`config.mk`:
```
export PLATFORM = sky130hd
export DESIGN_NAME = alu_dispatch
export DESIGN_NICKNAME = d
export VERILOG_FILES = /design/src/rtl/alu_dispatch.sv
export SDC_FILE = /design/constraint.sdc
export NUM_CORES = 1
export LEC_CHECK = 0
export BUFFER_PORTS_ARGS = -buffer_cell sky130_fd_sc_hd__buf_2
export CAP_MARGIN = 40
export CORE_UTILIZATION = 30
export CTS_CLUSTER_SIZE = 20
export DETAILED_ROUTE_END_ITERATION = 8
export PLACE_DENSITY = 0.56
export SLEW_MARGIN = 20
export SYNTH_ARGS = -nofsm -noshare
export SYNTH_HDL_FRONTEND = slang
export SYNTH_SLANG_ARGS = --single-unit
```
`constraint.sdc`:
```
create_clock -name clk -period 8.43 [get_ports clk]
set_input_delay 2.529 -clock clk [delete_from_list [all_inputs] [get_ports clk]]
set_output_delay 2.529 -clock clk [all_outputs]
set_load 0.01 [all_outputs]
```
`src/rtl/alu_dispatch.sv`:
```
// Dispatch stage ahead of the basic ALU: selects operands with writeback bypass,
// maps RV32I OP/OP-IMM/LUI/AUIPC fields to ALU op codes, and buffers them in a 2-entry skid FIFO.
module alu_dispatch #(
  parameter int DATA_WIDTH = 32,
  parameter int REG_ADDR_W = 5
) (
  input  logic                  clk,
  input  logic                  rst,
  input  logic                  in_valid,
  output logic                  in_ready,
  input  logic [6:0]            opcode,
  input  logic [2:0]            funct3,
  input  logic                  funct7_5,
  input  logic [REG_ADDR_W-1:0] rs1_idx,
  input  logic [REG_ADDR_W-1:0] rs2_idx,
  input  logic [DATA_WIDTH-1:0] rs1_data,
  input  logic [DATA_WIDTH-1:0] rs2_data,
  input  logic [DATA_WIDTH-1:0] imm,
  input  logic [DATA_WIDTH-1:0] pc,
  input  logic [REG_ADDR_W-1:0] rd_in,
  input  logic                  wb_valid,
  input  logic [REG_ADDR_W-1:0] wb_rd,
  input  logic [DATA_WIDTH-1:0] wb_data,
  output logic                  out_valid,
  input  logic                  out_ready,
  output logic [5:0]            alu_op,
  output logic [DATA_WIDTH-1:0] alu_a,
  output logic [DATA_WIDTH-1:0] alu_b,
  output logic [REG_ADDR_W-1:0] rd_out,
  output logic                  illegal
);

  localparam logic [5:0] ALU_OP_PLUS            = 6'd0;
  localparam logic [5:0] ALU_OP_SUB             = 6'd1;
  localparam logic [5:0] ALU_OP_SHIFT_LEFT      = 6'd2;
  localparam logic [5:0] ALU_OP_SET_LESS_THAN   = 6'd3;
  localparam logic [5:0] ALU_OP_SET_LESS_THAN_U = 6'd4;
  localparam logic [5:0] ALU_OP_XOR             = 6'd5;
  localparam logic [5:0] ALU_OP_SHIFT_RIGHT     = 6'd6;
  localparam logic [5:0] ALU_OP_SHIFT_RIGHT_A   = 6'd7;
  localparam logic [5:0] ALU_OP_OR              = 6'd8;
  localparam logic [5:0] ALU_OP_AND             = 6'd9;

  localparam logic [6:0] OPC_OP     = 7'b0110011;
  localparam logic [6:0] OPC_OP_IMM = 7'b0010011;
  localparam logic [6:0] OPC_LUI    = 7'b0110111;
  localparam logic [6:0] OPC_AUIPC  = 7'b0010111;

  typedef struct packed {
    logic                  illegal;
    logic [5:0]            op;
    logic [DATA_WIDTH-1:0] a;
    logic [DATA_WIDTH-1:0] b;
    logic [REG_ADDR_W-1:0] rd;
  } entry_t;

  entry_t                mem [2];
  entry_t                dec;
  entry_t                head_entry;
  logic                  head;
  logic                  tail;
  logic [1:0]            count;
  logic                  push;
  logic                  pop;
  logic                  is_op;
  logic [DATA_WIDTH-1:0] rs1_val;
  logic [DATA_WIDTH-1:0] rs2_val;

  // Register x0 is hardwired, so a writeback to it must never be forwarded.
  assign rs1_val = (wb_valid && wb_rd != '0 && wb_rd == rs1_idx) ? wb_data : rs1_data;
  assign rs2_val = (wb_valid && wb_rd != '0 && wb_rd == rs2_idx) ? wb_data : rs2_data;

  always_comb begin
    dec         = '0;
    dec.rd      = rd_in;
    dec.op      = ALU_OP_PLUS;
    is_op       = (opcode == OPC_OP);
    case (opcode)
      OPC_LUI: dec.b = imm;
      OPC_AUIPC: begin
        dec.a = pc;
        dec.b = imm;
      end
      OPC_OP, OPC_OP_IMM: begin
        dec.a = rs1_val;
        dec.b = is_op ? rs2_val : imm;
        case (funct3)
          3'b000: dec.op = (is_op && funct7_5) ? ALU_OP_SUB : ALU_OP_PLUS;
          3'b001: begin
            dec.op      = ALU_OP_SHIFT_LEFT;
            dec.illegal = funct7_5;
          end
          3'b010: begin
            dec.op      = ALU_OP_SET_LESS_THAN;
            dec.illegal = is_op && funct7_5;
          end
          3'b011: begin
            dec.op      = ALU_OP_SET_LESS_THAN_U;
            dec.illegal = is_op && funct7_5;
          end
          3'b100: begin
            dec.op      = ALU_OP_XOR;
            dec.illegal = is_op && funct7_5;
          end
          3'b101: dec.op = funct7_5 ? ALU_OP_SHIFT_RIGHT_A : ALU_OP_SHIFT_RIGHT;
          3'b110: begin
            dec.op      = ALU_OP_OR;
            dec.illegal = is_op && funct7_5;
          end
          default: begin
            dec.op      = ALU_OP_AND;
            dec.illegal = is_op && funct7_5;
          end
        endcase
        // The ALU shifts by the full B value, so only the 5-bit shamt may survive.
        if (funct3[1:0] == 2'b01) begin
          dec.b = {{(DATA_WIDTH-5){1'b0}}, dec.b[4:0]};
        end
      end
      default: dec.illegal = 1'b1;
    endcase
    if (dec.illegal) begin
      dec.op = ALU_OP_PLUS;
      dec.a  = '0;
      dec.b  = '0;
    end
  end

  assign in_ready  = (count != 2'd2);
  assign out_valid = (count != 2'd0);
  assign push      = in_valid && in_ready;
  assign pop       = out_valid && out_ready;

  always_ff @(posedge clk or posedge rst) begin
    if (rst) begin
      head  <= 1'b0;
      tail  <= 1'b0;
      count <= 2'd0;
      for (int i = 0; i < 2; i++) begin
        mem[i] <= '0;
      end
    end else begin
      if (push) begin
        mem[tail] <= dec;
        tail      <= ~tail;
      end
      if (pop) begin
        head <= ~head;
      end
      case ({push, pop})
        2'b10:   count <= count + 2'd1;
        2'b01:   count <= count - 2'd1;
        default: count <= count;
      endcase
    end
  end

  assign head_entry = mem[head];
  assign alu_op     = head_entry.op;
  assign alu_a      = head_entry.a;
  assign alu_b      = head_entry.b;
  assign rd_out     = head_entry.rd;
  assign illegal    = head_entry.illegal;

endmodule
```
== After elaboration in Yosys (flattened, before gate mapping) ==
Index checks and enable logic that the tools add are counted.

* Add/sub/neg operators: 2
* $lt $le $gt $ge: 3
* Equality and inequality tests: 16
* Muxes and demuxes: 20
* Bitwise logic cells: 4
* Reductions and logical operators: 14

{| class="wikitable"
|+ Operators by type and width
! operator !! count
|-
| 2-to-1 mux 76 bit || 4
|-
| bitwise mux 152 bit || 1
|-
| 2-to-1 mux 32 bit || 4
|-
| one-hot mux 32 bit (2 select lines) || 2
|-
| demux 76 bit (select 1 bit) || 1
|-
| 2-to-1 mux 70 bit || 1
|-
| one-hot mux 4 bit (7 select lines) || 1
|-
| == test 7 x 5 -> 1 bit, second input constant || 2
|-
| == test 7 x 6 -> 1 bit, second input constant || 2
|-
| == test 5 bit || 2
|-
| == test 3 bit, second input constant || 3
|-
| logical AND 1 bit || 7
|-
| == test 3 x 2 -> 1 bit, second input constant || 2
|-
| 2-to-1 mux 6 bit || 1
|-
| OR reduction 2 bit || 3
|-
| nonzero test 5 bit || 1
|-
| == test 2 x 1 -> 1 bit, second input constant || 2
|-
| greater-or-equal comparator 2 bit, second input constant || 2
|-
| NOT 1 -> 2 bit || 2
|-
| one-hot mux 1 bit (2 select lines) || 2
|-
| one-hot mux 2 bit (2 select lines) || 1
|-
| nonzero test 2 bit || 2
|-
| == test 3 x 1 -> 1 bit, second input constant || 1
|-
| logical NOT 3 bit || 1
|-
| 7 further kinds || 9
|}

* Flip-flop bits (word level): 156
* Input port bits: 196
* Output and inout bits: 78
* Logic and storage cells: 72

== Logic depth before layout (Yosys ltp) ==
* Depth in word-level cells: 9
* Mapped depth: 8
* Mapped depth without buffers: 6

== Worst setup path before layout ==
No wires, ideal clock.

* Path kind: input to register
* Start point: input port wb_rd[1]
* End point: register mem[87] (netlist bit)
* Setup time: 0.142 ns
* Arrival: 4.015 ns
* Data required time: 8.288 ns
* Setup slack: 4.272 ns
* Stages: 6
* Path buffers: 1
* Cell sequence: or4_4 o211a_4 buf_6 and3_1 a211oi_4 o41ai_2

* Longest elaborated chain between the ends: 9
* Elaborated cells between the ends (all ways): 10
* Those cells by class: eq/ne: 1; mux: 6; reduce/logical: 3

{| class="wikitable"
|+ Ends and longest elaborated chain
! what !! RTL line !! source
|-
| start, declared || 22 || <nowiki>input logic [REG_ADDR_W-1:0] wb_rd,</nowiki>
|-
| nonzero test 5 bit || 71 || <nowiki>assign rs2_val = (wb_valid && wb_rd != '0 && wb_rd == rs2_idx) ? wb_data : rs2_data;</nowiki>
|-
| logical AND 1 bit || 71 ||
|-
| logical AND 1 bit (*) || 71 ||
|-
| 2-to-1 mux 32 bit (*) || 71 ||
|-
| 2-to-1 mux 32 bit (*) || 86 || <nowiki>dec.b = is_op ? rs2_val : imm;</nowiki>
|-
| 2-to-1 mux 32 bit (*) || 116 || <nowiki>if (funct3[1:0] == 2'b01) begin</nowiki>
|-
| one-hot mux 32 bit (2 select lines) (*) || 78 || <nowiki>case (opcode)</nowiki>
|-
| 2-to-1 mux 70 bit (*) || 122 || <nowiki>if (dec.illegal) begin</nowiki>
|-
| bitwise mux 152 bit (*) || 144 || <nowiki>mem[tail] <= dec;</nowiki>
|-
| end signal, assigned by index || 140 || <nowiki>mem[i] <= '0;</nowiki>
|-
| end signal, assigned by index || 144 ||
|-
| end, declared || 57 || <nowiki>entry_t mem [2];</nowiki>
|}

Every way passes the cells marked *; elsewhere a longest branch is shown, timed or not.
A chain may end at the register's enable or synchronous reset.

== Worst setup path after layout ==
* Start point: register head
* End point: output port alu_a[15]

* Longest elaborated chain between the ends: 4

{| class="wikitable"
|+ Ends and longest elaborated chain
! what !! RTL line !! source
|-
| start, declared || 60 || <nowiki>logic head;</nowiki>
|-
| start signal, assigned || 148 || <nowiki>head <= ~head;</nowiki>
|-
| NOT 1 -> 2 bit (implied by the code) || 158 || <nowiki>assign head_entry = mem[head];</nowiki>
|-
| 2-to-1 mux 76 bit (implied by the code) (3 in series) || 158 ||
|-
| end, declared || 27 || <nowiki>output logic [DATA_WIDTH-1:0] alu_a,</nowiki>
|}

No other way between the ends. The select of a mux whose other input is x is not followed.

==> qor.yml <==
ys_top_cells_by_count: "173 x nand2_1, 152 x dfrtp_1, 118 x mux2_2, 78 x a31oi_1, 70 x o21ai_0"
core_area_sq_mm: 0.0296
finish.instance_area_sq_mm: 0.0113
htree_num_levels: 4
tns_ps: 0
grt_first_pass_wirelength_um: 49200
start_util_pct: 30.4
drv_cap: 0
r2r_start: "count[0]"
hold_buffers: 0
crit_fanout: 40
ys_warn_count: 0
r2r-end: "mem[110]"
skew_ps: 9.54
syn-instance-count: 905
drive_gt1_share_pct: 43.2
max_freq_ghz: 0.199
yosysTopAreaCell: "dfrtp_1"
post_dp_cell_area_sq_mm: 0.0107
rsz0062_at_grt: "no"
synth_top_area_share_pct: 42.3
synth_area_per_cell_sq_um: 9.93
area_growth_pct: 25.6
io_buffer_count: 271
numCtsBuffers: 17
routedWlPerCell_um: 21.4
regArea_sq_mm: 0.00381
rows: 63
grt_max_degree: 77
wl_met3_um: 1930
critPathLaunch: "head"
status: "complete, no violations"
crit_type: "reg2out"
clockBufferDepth: 2
final_core_util_pct: 38.2
required_ps: 5900
vias: 8090
dp_hpwl_um: 24000
root_buffer: "clkbuf_16"
path_clk_slew_ps: 70
finalHoldViolCount: 0
finalCritPeriodShare_pct: 59.6
synth_area_sq_mm: 0.00899
power.leakage_nw: 5.09
setup_viol: 0
ys_seq_elements: 152
hold_slack_ps: 471
drtPass1Iterations: 5
pin_count: 274
vdd_ir_drop_max_uv: 138
synth.distinct_cells: 57
post_drt_via_cell_ratio: 5.27
fin_cells: 1536
cts_tree: "built"
initialDrtViolationCount: 527
wl_um: 32900
crit_path_top_delay_cell: "dfrtp_4"
slowest_delay_ps: 800
detail-route-antenna-nets: 0
period_needed_ps: 5020
wl_met2_um: 15600
synth_edf_count: 0
slew_violations: 0
synth-seq-area-share_pct: 42.3
crit_path_end: "alu_a[15]"
endpoint_kind: "output pin"
place_inst: 1500
netlist_top_cells_area: "dfrtp_1 42%, mux2_2 15%, nand2_1 7.2%"
powerDensity_mw_per_mm2: 262
track_usage_pct: 21.5
ctsResizeCount: 0
grt_overflow: 0
synthMostInstantiatedCell: "nand2_1"
post_cts_buffers: 0
hp-class: "reg2reg"
die-height_um: 175
nets: 1326
cts.sinks: 152
crit_chain: "buf_4 > mux2_2 > buf_2"
tightest_slew_ps: 776
ys.flop_type: "dfrtp_1"
multi_input_area_sq_mm: 0.00480
drc: 0
grt_pass1_vias: 8071
clk_latency_ps: 430
relSlewSlack_pct: 48.3
die-width_um: 175
top_layer: "met5"
critPathLaunchType: "flip-flop"
ys_async_sr_fraction_pct: 100
wl_met1_um: 14500
num-fill-cells: 3081
r2r_slack_ps: 5960
gp_congestion: 0.811
dieArea_sq_mm: 0.0307
cp.arrival_ps: 2490
antenna_found_initial: 7
reg2reg_depth: 4
## sequential cells by signal, indices dropped and copies added (netlist names)
name,count
count,2
head,1
mem,148
tail,1
## layer usage
layer	vias up	GRT usage, %
met2	337	34.3
li1	3773	-
met4	4	8.37
met5	-	0
met3	49	4.11
met1	3927	28.8
## power by group
group	leakage (nW)	internal, mW	switching, mW	total, mW
logic	2.80	0.477	0.622	1.10
registers	2.01	0.921	0.128	1.05
clock network	0.283	0.477	0.338	0.815
total	5.09	1.87	1.09	2.96
## cells by family after synthesis
kind of cell	count (synthesis)	share of synthesized area, %
AOI/OAI and AO/OA	261	20.6
and+or+nand+nor	239	12.3
DFF	152	42.3
muxes	146	18.6
buffers and inverters	91	4.64
xor gates and xnor gates	14	1.36
adders and majority gates	1	0.139
other	1	0.0417
## stage by stage
stage               setup slack, ps  total power [mW]
global route                   3310              3.15
global placement               3800              2.15
CTS                            3380              2.99
floorplan                      1810              1.76
detailed placement             3800              2.17
finish                         3410              2.96
## layout by cell type (no fill, tap or decap), types with 13 or more instances in the layout
cell	netlist	final
a21oi_1	27	27
a311oi_1	15	15
a31oi_1	78	78
buf_2	10	271
buf_4	2	13
clkbuf_16	0	17
dfrtp_1	152	151
mux2_2	118	118
nand2_1	173	173
nand3_1	19	19
o21ai_0	70	70
o21ai_1	19	19
## worst min path at each step
stage             from       to  slack [ps]  cells after the start
2_1_floorplan  mem[21]  mem[21]         440                      2
3_3_place_gp    mem[0]   mem[0]         450                      2
3_5_place_dp    mem[4]   mem[4]         460                      2
4_1_cts         mem[4]   mem[4]         470                      2
5_1_grt        mem[30]  mem[30]         500                      2
6_report        mem[4]   mem[4]         470                      2
## area by class of cell
cell class | instances | area share (%)
Antenna cell | 4 | 0.0887
Clock buffer | 19 | 3.92
Clock inverter | 13 | 1.48
Inverter | 7 | 0.277
Multi-Input combinational cell | 663 | 42.6
Sequential cell | 152 | 33.7
Tap cell | 390 | 4.32
Timing Repair Buffer | 288 | 13.6
## worst max-delay path: cells and delay by family (launching register included)
kind,cells,cell delay [ps]
muxes,1,440
buffers and inverters,2,760
DFF,1,800
Power figures use the tool's default switching activity.
